[config.mk]
export PLATFORM = sky130hd
export DESIGN_NAME = serial_adder
export DESIGN_NICKNAME = d
export VERILOG_FILES = /design/src/rtl/serial_adder.sv
export SDC_FILE = /design/constraint.sdc
export NUM_CORES = 1
export LEC_CHECK = 0
export BUFFER_PORTS_ARGS = -buffer_cell sky130_fd_sc_hd__buf_2
export CAP_MARGIN = 20
export CORE_MARGIN = 2
export CORE_UTILIZATION = 33
export DETAILED_ROUTE_END_ITERATION = 6
export GPL_ROUTABILITY_DRIVEN = 0
export PLACE_DENSITY = 0.58
export SLEW_MARGIN = 20
export SYNTH_ARGS = -nofsm -noshare
export SYNTH_HDL_FRONTEND = slang
export SYNTH_SLANG_ARGS = --single-unit
[constraint.sdc]
create_clock -name clk -period 3.84 [get_ports clk]
set_input_delay 0.768 -clock clk [delete_from_list [all_inputs] [get_ports clk]]
set_output_delay 0.768 -clock clk [all_outputs]
set_load 0.01 [all_outputs]
[src/rtl/serial_adder.sv]
// Bit-serial adder: one full-adder bit per clock, LSB first, result registered on completion.
// Optional carry-seed input port enabled by defining SERIAL_ADDER_CIN_EN.
module serial_adder #(
  parameter int unsigned WIDTH = 8
) (
  input  logic             clk,
  input  logic             rst_n,
  input  logic             start,
  input  logic [WIDTH-1:0] a,
  input  logic [WIDTH-1:0] b,
`ifdef SERIAL_ADDER_CIN_EN
  input  logic             cin,
`endif
  output logic             busy,
  output logic             done,
  output logic [WIDTH-1:0] sum,
  output logic             cout
);

  localparam int unsigned CntW = (WIDTH > 1) ? $clog2(WIDTH) : 1;

  typedef enum logic [1:0] {StIdle, StShift, StDone} state_e;

  state_e           r_state;
  state_e           w_state_next;
  logic [WIDTH-1:0] r_a;
  logic [WIDTH-1:0] r_b;
  logic [WIDTH-1:0] r_res;
  logic [WIDTH-1:0] r_sum;
  logic             r_carry;
  logic             r_cout;
  logic [CntW-1:0]  r_cnt;
  logic             w_seed;
  logic             w_s;
  logic             w_c;
  logic             w_last;

`ifdef SERIAL_ADDER_CIN_EN
  assign w_seed = cin;
`else
  assign w_seed = 1'b0;
`endif

  assign w_s    = r_a[0] ^ r_b[0] ^ r_carry;
  assign w_c    = (r_a[0] & r_b[0]) | (r_b[0] & r_carry) | (r_carry & r_a[0]);
  assign w_last = (r_cnt == CntW'(WIDTH - 1));

  always_ff @(posedge clk) begin
    if (!rst_n) begin
      r_state <= StIdle;
    end else begin
      r_state <= w_state_next;
    end
  end

  always_comb begin
    w_state_next = r_state;
    unique case (r_state)
      StIdle:  if (start) w_state_next = StShift;
      StShift: if (w_last) w_state_next = StDone;
      StDone:  w_state_next = StIdle;
      default: w_state_next = StIdle;
    endcase
  end

  always_ff @(posedge clk) begin
    if (!rst_n) begin
      r_a     <= '0;
      r_b     <= '0;
      r_res   <= '0;
      r_sum   <= '0;
      r_carry <= 1'b0;
      r_cout  <= 1'b0;
      r_cnt   <= '0;
    end else begin
      unique case (r_state)
        StIdle: begin
          if (start) begin
            r_a     <= a;
            r_b     <= b;
            r_carry <= w_seed;
            r_cnt   <= '0;
          end
        end
        StShift: begin
          r_a     <= {1'b0, r_a[WIDTH-1:1]};
          r_b     <= {1'b0, r_b[WIDTH-1:1]};
          r_res   <= {w_s, r_res[WIDTH-1:1]};
          r_carry <= w_c;
          r_cnt   <= r_cnt + 1'b1;
          // Final bit lands in the MSB directly, so publish the assembled word this edge.
          if (w_last) begin
            r_sum  <= {w_s, r_res[WIDTH-1:1]};
            r_cout <= w_c;
          end
        end
        default: ;
      endcase
    end
  end

  assign busy = (r_state != StIdle);
  assign done = (r_state == StDone);
  assign sum  = r_sum;
  assign cout = r_cout;

endmodule
Word-level counts from Yosys, hierarchy flattened --
Cells that the tools add are included. W data, S select, Z words.
Cells by class: add/sub/neg operators 1, equality and inequality tests 5, multiplexer cells 11, bitwise operators 7, reductions and logical operators 6
Operator list (number):
- $pmux W8 S2 | 2
- $mux W8 | 2
- $pmux W3 S2 | 1
- $reduce_and A2 Y1 | 3
- $mux W2 | 2
- $ne A2 B2 Y1 const B | 2
- $pmux W2 S2 | 1
- $reduce_bool A2 Y1 | 2
- $add A3 B1 Y3 const B | 1
- $and A1 B1 Y1 | 3
- $eq A3 B3 Y1 const B | 1
- $mux W3 | 1
- $eq A2 B1 Y1 const B | 1
- $eq A2 B2 Y1 const B | 1
- $logic_not A2 Y1 | 1
- $or A1 B1 Y1 | 2
- $pmux W1 S2 | 1
- $xor A1 B1 Y1 | 2
- $mux W1 | 1
Word-level totals: bits in registers 39, bits of input ports 19, output and inout bits 11, word-level logic and storage cells 38

Depth between registers and ports, before layout --
Gate-level depths: netlist of run 1.
depth after elaboration 4, depth in mapped cells 6, gate-level depth less buffers 5

Worst setup path before layout of run 1 --
No wires, ideal clock.
path kind input -> register, from in start, to reg r_a[0], setup time 0.117 ns, data arrival time 1.573 ns, data required time 3.723 ns, setup slack 2.150 ns, cell stages on the path 5, buffers on the path 2, path through or3b_1 buf_6 buf_8 o221ai_2 nor2_1
On the way: cells in the longest elaborated chain, start to end 2
Ends and longest elaborated chain:
- start: declaration | line 8 | input logic start,
- $ne A2 B2 Y1 (no line)
- $reduce_and A2 Y1 (no line)
- end signal: assignment | line 86 | r_a <= {1'b0, r_a[WIDTH-1:1]};
- end: declaration | line 26 | logic [WIDTH-1:0] r_a;
Every way passes these cells. A chain may end at the register's enable or synchronous reset.

Final worst setup path of run 1 --
from reg r_state[1], to out busy
On the way: cells in the longest elaborated chain, start to end 1
Ends and longest elaborated chain:
- start: declaration | line 24 | state_e r_state;
- start signal: assignment | line 50 | r_state <= StIdle;
- start signal: assignment | line 52 | r_state <= w_state_next;
- $reduce_bool A2 Y1 | line 102 | assign busy = (r_state != StIdle);
- end: declaration | line 14 | output logic busy,
Every way passes these cells.

==> flow_metrics.env, run 1 <==
export IMPL_status="finished clean"
export IMPL_finalSetupViolCount=0
export IMPL_ir_drop_uv=137
export IMPL_fmax_mhz=531
export IMPL_rrSetupSlack_ps=2100
export IMPL_fin_crit_sh=0.490
export IMPL_critical_path_class="reg2out"
export IMPL_clock_root_buffer="clkbuf_8"
export IMPL_synth_top_cell_area_share=0.473
export IMPL_io_pins=30
export IMPL_final_common_cell="dfxtp_1"
export IMPL_worstMarginPinSlew_ps=990
export IMPL_fin_nets=215
export IMPL_synth_nets=191
export IMPL_n_fill_cell=470
export IMPL_critPathArrivalTime_ps=1110
export IMPL_syn_inst=169
export IMPL_max_slew_margin=0.340
export IMPL_chipWidth_um=73.8
export IMPL_tns_ps=0
export IMPL_regToRegStartpoint="r_state[1]"
export IMPL_grt_pass1_wl_mm=5.18
export IMPL_coreArea_um2=4720
export IMPL_post_cts_buffers=0
export IMPL_whs_ps=460
export IMPL_vias=1204
export IMPL_port_buffers=29
export IMPL_h_tree_depth=2
export IMPL_startpoint="r_state[1]"
export IMPL_die_area_um2=5450
export IMPL_via_per_inst=4.65
export IMPL_endpoint="busy"
export IMPL_ys_ff_latch=38
export IMPL_worst_ep_required_time_ps=3070
export IMPL_rsz0062_at_grt="no"
export IMPL_syn2layout_area_growth_pct=14.8
export IMPL_cp_max_fo=10
export IMPL_rr_worst_depth=3
export IMPL_grt_pass1_vias=1095
export IMPL_fin_crit_ps=1880
export IMPL_startpoint_type="flip-flop"
export IMPL_die_y_um=73.8
export IMPL_diodes=0
export IMPL_cts_resized=0
export IMPL_maxCapViolCount=0
export IMPL_synthTopCellsByArea="dfxtp_1 (47%), o221ai_2 (9.3%), a21boi_0 (7.5%), nor2_1 (6.5%), nand2_1 (5.4%)"
export IMPL_mostFrequentLayoutCells="dfxtp_1 (38), buf_2 (29), nor2_1 (28), nand2_1 (23), a21boi_0 (16)"
export IMPL_fin_skew_ps=5.08
export IMPL_dr_pass1_iters=4
export IMPL_tritoncts="yes"
export IMPL_timing_rr_end="r_b[2]"
export IMPL_power_density_nw_per_um2=415
export IMPL_clk_latency_ps=280
export IMPL_fin_cells=259
export IMPL_ys_types=26
export IMPL_cts_buffers=5
export IMPL_finalHoldViolCount=0
export IMPL_cellLeakagePower_uw=0.000708
export IMPL_drc=0
export IMPL_place_inst=253
export IMPL_cp_end_kind="output port"
export IMPL_hp_class="reg2reg"
export IMPL_synth_avg_cell_area_um2=9.52
export IMPL_yosysTopAreaCell="dfxtp_1"
export IMPL_wirelength_mm=3.09
export IMPL_worst_setup_hold_path_clk_slew_ps=70
export IMPL_wl_per_cell_um=11.9
export IMPL_ys_seq_area_frac=0.473
export IMPL_cts_sinks=38
export IMPL_detail_route_antenna_nets=0
export IMPL_drt_iter0_markers=122
export IMPL_syn_cell_area_um2=1610
export IMPL_grt_overflow_total=0
export IMPL_maxSlewViolCount=0
export IMPL_clk_path_buf_depth=2
export IMPL_hpwlAfterDp_mm=2.00
export IMPL_yosysWarnings=0
export IMPL_initial_core_util=0.341
export IMPL_num_rows=25
export IMPL_hp_start="sum[7]"
export IMPL_track_usage=0.126
export IMPL_grt_max_degree=39
export IMPL_layout_drive_gt1_share=0.250
export IMPL_ctsHoldBuffers=0
export IMPL_grt_antenna_before_repair=0
[through the flow]
step	power (uW)	instance area, um^2	setup WS [ps]	utilization
final	766	1850	1960	0.391
after global routing	804	1850	1900	0.391
after CTS	780	1850	1940	0.391
after detailed placement	511	1760	1810	0.374
after global placement	510	1760	1830	0.374
after floorplan	493	1610	2150	-
[sequential cells by signal, indices dropped and copies added, names as in the netlist]
signal   count
r_a          8
r_res        7
r_carry      1
cout         1
sum          8
r_b          8
r_cnt        3
r_state      2
[report_power, final]
part           switching [uW]  internal [uW]  total [uW]
Clock                     127            138         266
Sequential               13.2            412         425
Combinational            42.2           33.7        75.9
[layer usage]
layer	up-vias	global-route usage	part of all wire
li1	635	-	-
met1	547	0.172	0.51
met2	20	0.185	0.46
met3	2	0.0412	0.028
met4	0	0.0485	0.0087
met5	-	0	0
[final cells by class]
type / instances / area (um^2) / area share
multi-input cells: 117 / 763 / 0.413
clock buffers: 6 / 82.6 / 0.0447
inverters: 1 / 3.75 / 0.00203
repair buffers: 30 / 153 / 0.0827
flip-flops and latches: 38 / 761 / 0.412
well taps: 67 / 83.8 / 0.0454
[synthesized netlist by cell type]
cell	instances
nor2_1	28
o221ai_2	10
buf_6	2
o221ai_1	4
dfxtp_1	38
inv_1	1
and2_1	1
nand2_1	23
buf_2	5
nand3_1	9
a22oi_1	5
buf_8	1
a21boi_0	16
o21bai_1	1
nor3b_1	2
mux2i_1	2
or3b_1	1
ha_1	2
clkbuf_1	5
nand3b_1	1
o21ba_2	1
nor2b_1	7
or2_2	1
and3_1	1
or2b_1	1
fa_1	1
[critical path, stage by stage (launching register included)]
cell     delay (ps)
dfxtp_1         380
or2_2           310
buf_2           140
[cells by family after synthesis]
family          after synthesis  share of synthesized area
compound gates               37                      0.224
fa+ha+maj                     3                     0.0280
buf+inv                      14                     0.0529
flops                        38                      0.473
mux                           2                     0.0124
simple gates                 75                      0.210
[worst min path at each step]
stage | slack, ps | cells past startpoint | to
5_1_grt | 480 | 2 | sum[0]
3_5_place_dp | 460 | 2 | sum[7]
3_3_place_gp | 450 | 2 | sum[7]
4_1_cts | 470 | 2 | sum[7]
6_report | 460 | 2 | sum[7]
2_1_floorplan | 440 | 2 | r_a[6]
Note: power is estimated with default switching activity, not from simulation.
==> run 2, diff against run 1 <==
--- a/config.mk
+++ b/config.mk
@@ -5,13 +5,14 @@
 export SDC_FILE = /design/constraint.sdc
 export NUM_CORES = 1
 export LEC_CHECK = 0
+export ABC_AREA = 1
 export BUFFER_PORTS_ARGS = -buffer_cell sky130_fd_sc_hd__buf_2
 export CAP_MARGIN = 20
 export CORE_MARGIN = 2
 export CORE_UTILIZATION = 33
 export DETAILED_ROUTE_END_ITERATION = 6
 export GPL_ROUTABILITY_DRIVEN = 0
-export PLACE_DENSITY = 0.58
+export PLACE_DENSITY = 0.6
 export SLEW_MARGIN = 20
 export SYNTH_ARGS = -nofsm -noshare
 export SYNTH_HDL_FRONTEND = slang
==> constraint.sdc (replaced) <==
create_clock -name clk -period 1.55 [get_ports clk]
set_input_delay 0.31 -clock clk [delete_from_list [all_inputs] [get_ports clk]]
set_output_delay 0.31 -clock clk [all_outputs]
set_load 0.01 [all_outputs]
==> run 2 against run 1 <==
Against the previous run: hold slack worse by 180 ps; first-iteration DRC count down 60%; setup slack worse by 1900 ps; highest routed layer unchanged; critical path depth up 2.
==> flow_metrics.env, run 2 <==
export IMPL_layout_drive_gt1_share=0.185
export IMPL_ys_types=17
export IMPL_regToRegStartpoint="r_cnt[0]"
export IMPL_grt_max_degree=27
export IMPL_synth_top_cell_area_share=0.446
export IMPL_maxSlewViolCount=0
export IMPL_hp_start="b[7]"
export IMPL_rsz0062_at_grt="no"
export IMPL_initial_core_util=0.338
export IMPL_die_y_um=75.9
export IMPL_max_slew_margin=0.687
export IMPL_crit_path_max_incr_delay_ps=310
export IMPL_drt_iter0_markers=49
export IMPL_clk_latency_ps=290
export IMPL_syn_cell_area_um2=1710
export IMPL_num_rows=26
export IMPL_path_cells="buf_4, nor2_1, inv_1, buf_2"
export IMPL_syn_inst=242
export IMPL_async_flop_share=0
export IMPL_synthTopCellsByArea="dfxtp_1 (45%), nand2_1 (16%), inv_1 (8.8%), a21oi_1 (7.6%), nor2_1 (4.6%)"
export IMPL_via_per_inst=4.21
export IMPL_wirelength_mm=3.41
export IMPL_grt_antenna_before_repair=0
export IMPL_fin_crit_sh=0.961
export IMPL_detail_route_antenna_nets=0
export IMPL_diodes=0
export IMPL_yosysTopAreaCell="dfxtp_1"
export IMPL_yosysWarnings=0
export IMPL_power_density_nw_per_um2=1150
export IMPL_cp_top_family="buffers and inverters"
export IMPL_rrSetupSlack_ps=290
export IMPL_mostFrequentLayoutCells="nand2_1 (71), inv_1 (40), dfxtp_1 (38), buf_2 (29), a21oi_1 (26)"
export IMPL_cellLeakagePower_uw=0.00102
export IMPL_fin_nets=296
export IMPL_ys_seq_area_frac=0.446
export IMPL_wl_per_cell_um=9.88
export IMPL_yosysMostFrequentCell="nand2_1"
export IMPL_drc=0
export IMPL_vias=1452
export IMPL_die_area_um2=5760
export IMPL_whs_ps=285
export IMPL_hpwlAfterDp_mm=2.34
export IMPL_worstMarginPinSlew_ps=469
export IMPL_timing_rr_end="sum[5]"
export IMPL_tns_ps=0
export IMPL_timing_final_ws_setup_ps=60.1
export IMPL_cp_end_kind="output port"
export IMPL_crit_path_top_delay_cell="dfxtp_1"
export IMPL_critPathArrivalTime_ps=1180
export IMPL_dpl_worst_slack_ps=315
export IMPL_dr_pass1_iters=4
export IMPL_cts_buffers=5
export IMPL_io_pins=30
export IMPL_coreArea_um2=5040
export IMPL_synth_nets=264
export IMPL_holdPathStages=3
export IMPL_ctsHoldBuffers=0
export IMPL_synth_common_cells="nand2_1 (71), inv_1 (40), dfxtp_1 (38)"
export IMPL_track_usage=0.131
export IMPL_final_common_cell="nand2_1"
export IMPL_startpoint="r_state[0]"
export IMPL_finalSetupViolCount=0
export IMPL_chipWidth_um=75.9
export IMPL_tritoncts="yes"
export IMPL_fin_util=0.405
export IMPL_grt_pass1_vias=1288
export IMPL_ir_drop_uv=350
export IMPL_maxCapViolCount=0
export IMPL_syn2layout_area_growth_pct=19.7
export IMPL_hold_end="r_b[7]"
export IMPL_port_buffers=29
export IMPL_status="finished clean"
export IMPL_worst_ep_required_time_ps=1240
export IMPL_finalHoldViolCount=0
export IMPL_worst_setup_hold_path_clk_slew_ps=80
export IMPL_critical_path_class="reg2out"
export IMPL_synth_avg_cell_area_um2=7.05
export IMPL_fin_skew_ps=7.65
export IMPL_post_cts_buffers=0
export IMPL_cp_max_fo=14
export IMPL_cts_sinks=38
export IMPL_hp_class="in2reg"
export IMPL_ys_ff_latch=38
export IMPL_synthFlopType="dfxtp_1"
export IMPL_cts_resized=0
export IMPL_h_tree_depth=2
export IMPL_grt_pass1_wl_mm=5.63
export IMPL_startpoint_type="flip-flop"
export IMPL_fmax_mhz=671
export IMPL_critPathBufInv=3
export IMPL_synth_edff_count=0
export IMPL_clk_path_buf_depth=2
export IMPL_finalPower_uw=2350
export IMPL_rr_worst_depth=5
export IMPL_clock_root_buffer="clkbuf_8"
export IMPL_grt_overflow_total=0
export IMPL_n_fill_cell=539
export IMPL_fin_crit_ps=1490
[run 2: worst register-to-register path: cells and delay by family, from the launching register on]
family	cells	cell delay, ps
fa+ha+maj	2	440
flops	1	360
simple gates	2	280
compound gates	1	90
[run 2: how the worst max path moves through the flow]
stage	to	slack, ps	depth (start not counted)
floorplan	r_res[7]	450	3
global placement	r_b[5]	370	6
detailed placement	sum[3]	320	5
CTS	busy	40	4
global route	busy	0.3	4
finish	busy	60	4
[run 2: final cells by class]
class,count,area (um^2),area share
sequential,38,761,0.373
multi-input combinational,151,696,0.341
timing repair buffer,36,198,0.0968
inverter,42,158,0.0772
tap,70,87.6,0.0429
clock buffer,6,82.6,0.0404
clock inverter,2,60.1,0.0294
[run 2: logic make-up after synthesis]
kind of cell | share of synthesized area
flops | 0.446
compound gates | 0.123
fa+ha+maj | 0.0264
simple gates | 0.259
buf+inv | 0.146
[run 2: per-stage QoR]
step | instances | cell area, um^2
final | 345 | 2040
after global routing | 345 | 2040
after CTS | 345 | 2040
after detailed placement | 337 | 1900
after global placement | 337 | 1900
after floorplan | 242 | 1710
[run 2: routing by layer]
| layer | part of all wire | vias to the layer above | wire [um] | GRT usage |
|---|---|---|---|---|
| li1 | - | 795 | - | - |
| met1 | 0.48 | 636 | 1620 | 0.163 |
| met2 | 0.48 | 14 | 1640 | 0.213 |
| met3 | 0.021 | 7 | 70 | 0.0238 |
| met4 | 0.023 | 0 | 79 | 0.0702 |
| met5 | 0 | - | 0 | 0 |
[run 2: report_power, final]
part	total (uW)	internal, uW	switching (uW)	leakage (uW)
Clock	1030	686	345	0.0000714
Sequential	1050	1030	22.0	0.000312
Combinational	262	103	159	0.000633
Total	2350	1820	526	0.00102
==> run 3, diff against run 2 <==
--- a/config.mk
+++ b/config.mk
@@ -5,14 +5,13 @@
 export SDC_FILE = /design/constraint.sdc
 export NUM_CORES = 1
 export LEC_CHECK = 0
-export ABC_AREA = 1
 export BUFFER_PORTS_ARGS = -buffer_cell sky130_fd_sc_hd__buf_2
 export CAP_MARGIN = 20
-export CORE_MARGIN = 2
 export CORE_UTILIZATION = 33
 export DETAILED_ROUTE_END_ITERATION = 6
 export GPL_ROUTABILITY_DRIVEN = 0
 export PLACE_DENSITY = 0.6
+export SETUP_SLACK_MARGIN = 0.1
 export SLEW_MARGIN = 20
 export SYNTH_ARGS = -nofsm -noshare
 export SYNTH_HDL_FRONTEND = slang
==> run 3 against run 2 <==
Against the previous run: clock skew fell by 2.5 ps; fmax grew 6.3%; global-route usage rose by 0.30 points; critical endpoint unchanged; cell count decreased by 26%; critical path type unchanged; sequential share of layout area up 1.5 points; count of clock-buffer cells in the layout shrank 1; via count is 12% lower.
==> flow_metrics.env, run 3 (synthesis results as in run 1) <==
export IMPL_io_pins=30
export IMPL_worst_ep_required_time_ps=1240
export IMPL_coreArea_um2=4690
export IMPL_finalSetupViolCount=0
export IMPL_n_fill_cell=485
export IMPL_grt_antenna_before_repair=0
export IMPL_startpoint_type="flip-flop"
export IMPL_drt_iter0_markers=69
export IMPL_hp_class="in2reg"
export IMPL_hpwlAfterDp_mm=1.97
export IMPL_track_usage=0.134
export IMPL_via_per_inst=4.98
export IMPL_rsz0062_at_grt="no"
export IMPL_tns_ps=0
export IMPL_place_inst=246
export IMPL_worstMarginPinSlew_ps=465
export IMPL_mostFrequentLayoutCells="dfxtp_1 (36), nor2_1 (28), buf_2 (28), nand2_1 (23), a21boi_0 (16)"
export IMPL_layout_drive_gt1_share=0.302
export IMPL_cellLeakagePower_uw=0.000779
export IMPL_maxSlewViolCount=0
export IMPL_fin_nets=223
export IMPL_syn2layout_area_growth_pct=22.5
export IMPL_fin_cells=256
export IMPL_finalHoldViolCount=0
export IMPL_critical_path_class="reg2out"
export IMPL_grt_pass1_vias=1204
export IMPL_whs_ps=297
export IMPL_multi_input_comb_area_um2=772
export IMPL_fin_skew_ps=5.14
export IMPL_fmax_mhz=713
export IMPL_fin_crit_ps=1400
export IMPL_cts_buffers=5
export IMPL_vias=1275
export IMPL_port_buffers=29
export IMPL_diodes=0
export IMPL_seq_area_um2=763
export IMPL_worst_setup_hold_path_clk_slew_ps=80
export IMPL_wl_per_cell_um=12.1
export IMPL_grt_overflow_total=0
export IMPL_clock_root_buffer="clkbuf_8"
export IMPL_cts_sinks=38
export IMPL_max_slew_margin=0.689
export IMPL_detail_route_antenna_nets=0
export IMPL_ir_drop_uv=472
export IMPL_final_common_cell="dfxtp_1"
export IMPL_initial_core_util=0.343
export IMPL_num_rows=25
export IMPL_cp_max_fo=7
export IMPL_dr_pass1_iters=6
export IMPL_tritoncts="yes"
export IMPL_die_area_um2=5160
export IMPL_clk_path_buf_depth=2
export IMPL_status="finished clean"
export IMPL_grt_pass1_wl_mm=5.28
export IMPL_critPathArrivalTime_ps=1090
export IMPL_wirelength_mm=3.11
export IMPL_cp_end_kind="output port"
export IMPL_clk_latency_ps=290
export IMPL_drc=0
export IMPL_ctsHoldBuffers=0
export IMPL_chipWidth_um=71.8
export IMPL_h_tree_depth=2
export IMPL_maxCapViolCount=0
export IMPL_fin_crit_sh=0.904
export IMPL_grt_max_degree=39
export IMPL_power_density_nw_per_um2=1060
export IMPL_die_y_um=71.8
==> run 3: metrics by stage <==
| stage | util | instance area [um^2] | total power [uW] | worst slack, ps |
|---|---|---|---|---|
| after floorplan | - | 1610 | 1220 | 207 |
| after global placement | 0.385 | 1810 | 1280 | 149 |
| after detailed placement | 0.385 | 1810 | 1280 | 161 |
| after CTS | 0.413 | 1940 | 2110 | 116 |
| after global routing | 0.420 | 1970 | 2180 | 105 |
| final | 0.420 | 1970 | 2080 | 148 |
==> run 3: report_power, final <==
group | total (uW) | internal (uW) | switching, uW | leakage [uW]
sequential | 1050 | 1020 | 28.9 | 0.000311
combinational | 214 | 101 | 113 | 0.000410
clock | 821 | 473 | 348 | 0.0000579
total | 2080 | 1590 | 489 | 0.000779
==> run 3: path summary, 6_finish.rpt <==
| path | start | end | slack, ps | cells past startpoint |
|---|---|---|---|---|
| worst min register to register | sum[7] | sum[7] | 460 | 2 |
| worst max register to register | r_state[1] | r_a[5] | 180 | 5 |
| worst max-delay path | r_state[1] | busy | 150 | 3 |
| worst min-delay path | a[7] | r_a[7] | 300 | 3 |
==> run 3: metal layers <==
| layer | routed length (um) | track usage | share of wire | vias to the layer above |
|---|---|---|---|---|
| li1 | - | - | - | 650 |
| met1 | 1500 | 0.168 | 0.48 | 595 |
| met2 | 1420 | 0.211 | 0.46 | 23 |
| met3 | 128 | 0.0295 | 0.041 | 7 |
| met4 | 57 | 0.0784 | 0.018 | 0 |
| met5 | 0 | 0 | 0 | - |
==> run 3: timing repair <==
| item | 4_1_cts | 5_1_grt |
|---|---|---|
| setup endpoints to repair | 1 | 13 |
| setup buffers | 1 | 1 |
| pin swaps | 0 | 1 |
| gates resized for setup | 5 | 3 |
==> run 3: cell type report <==
class | count | area share
inverter | 1 | 0.00190
clock buffer | 5 | 0.0349
clock inverter | 3 | 0.0203
timing repair buffer | 38 | 0.130
sequential | 38 | 0.387
tap | 54 | 0.0343
multi-input combinational | 117 | 0.392
==> run 3: critical path, cell delays in order, from the launching register on <==
cell	delay, ps
dfxtp_2	330
buf_6	120
or2_4	240
buf_6	120
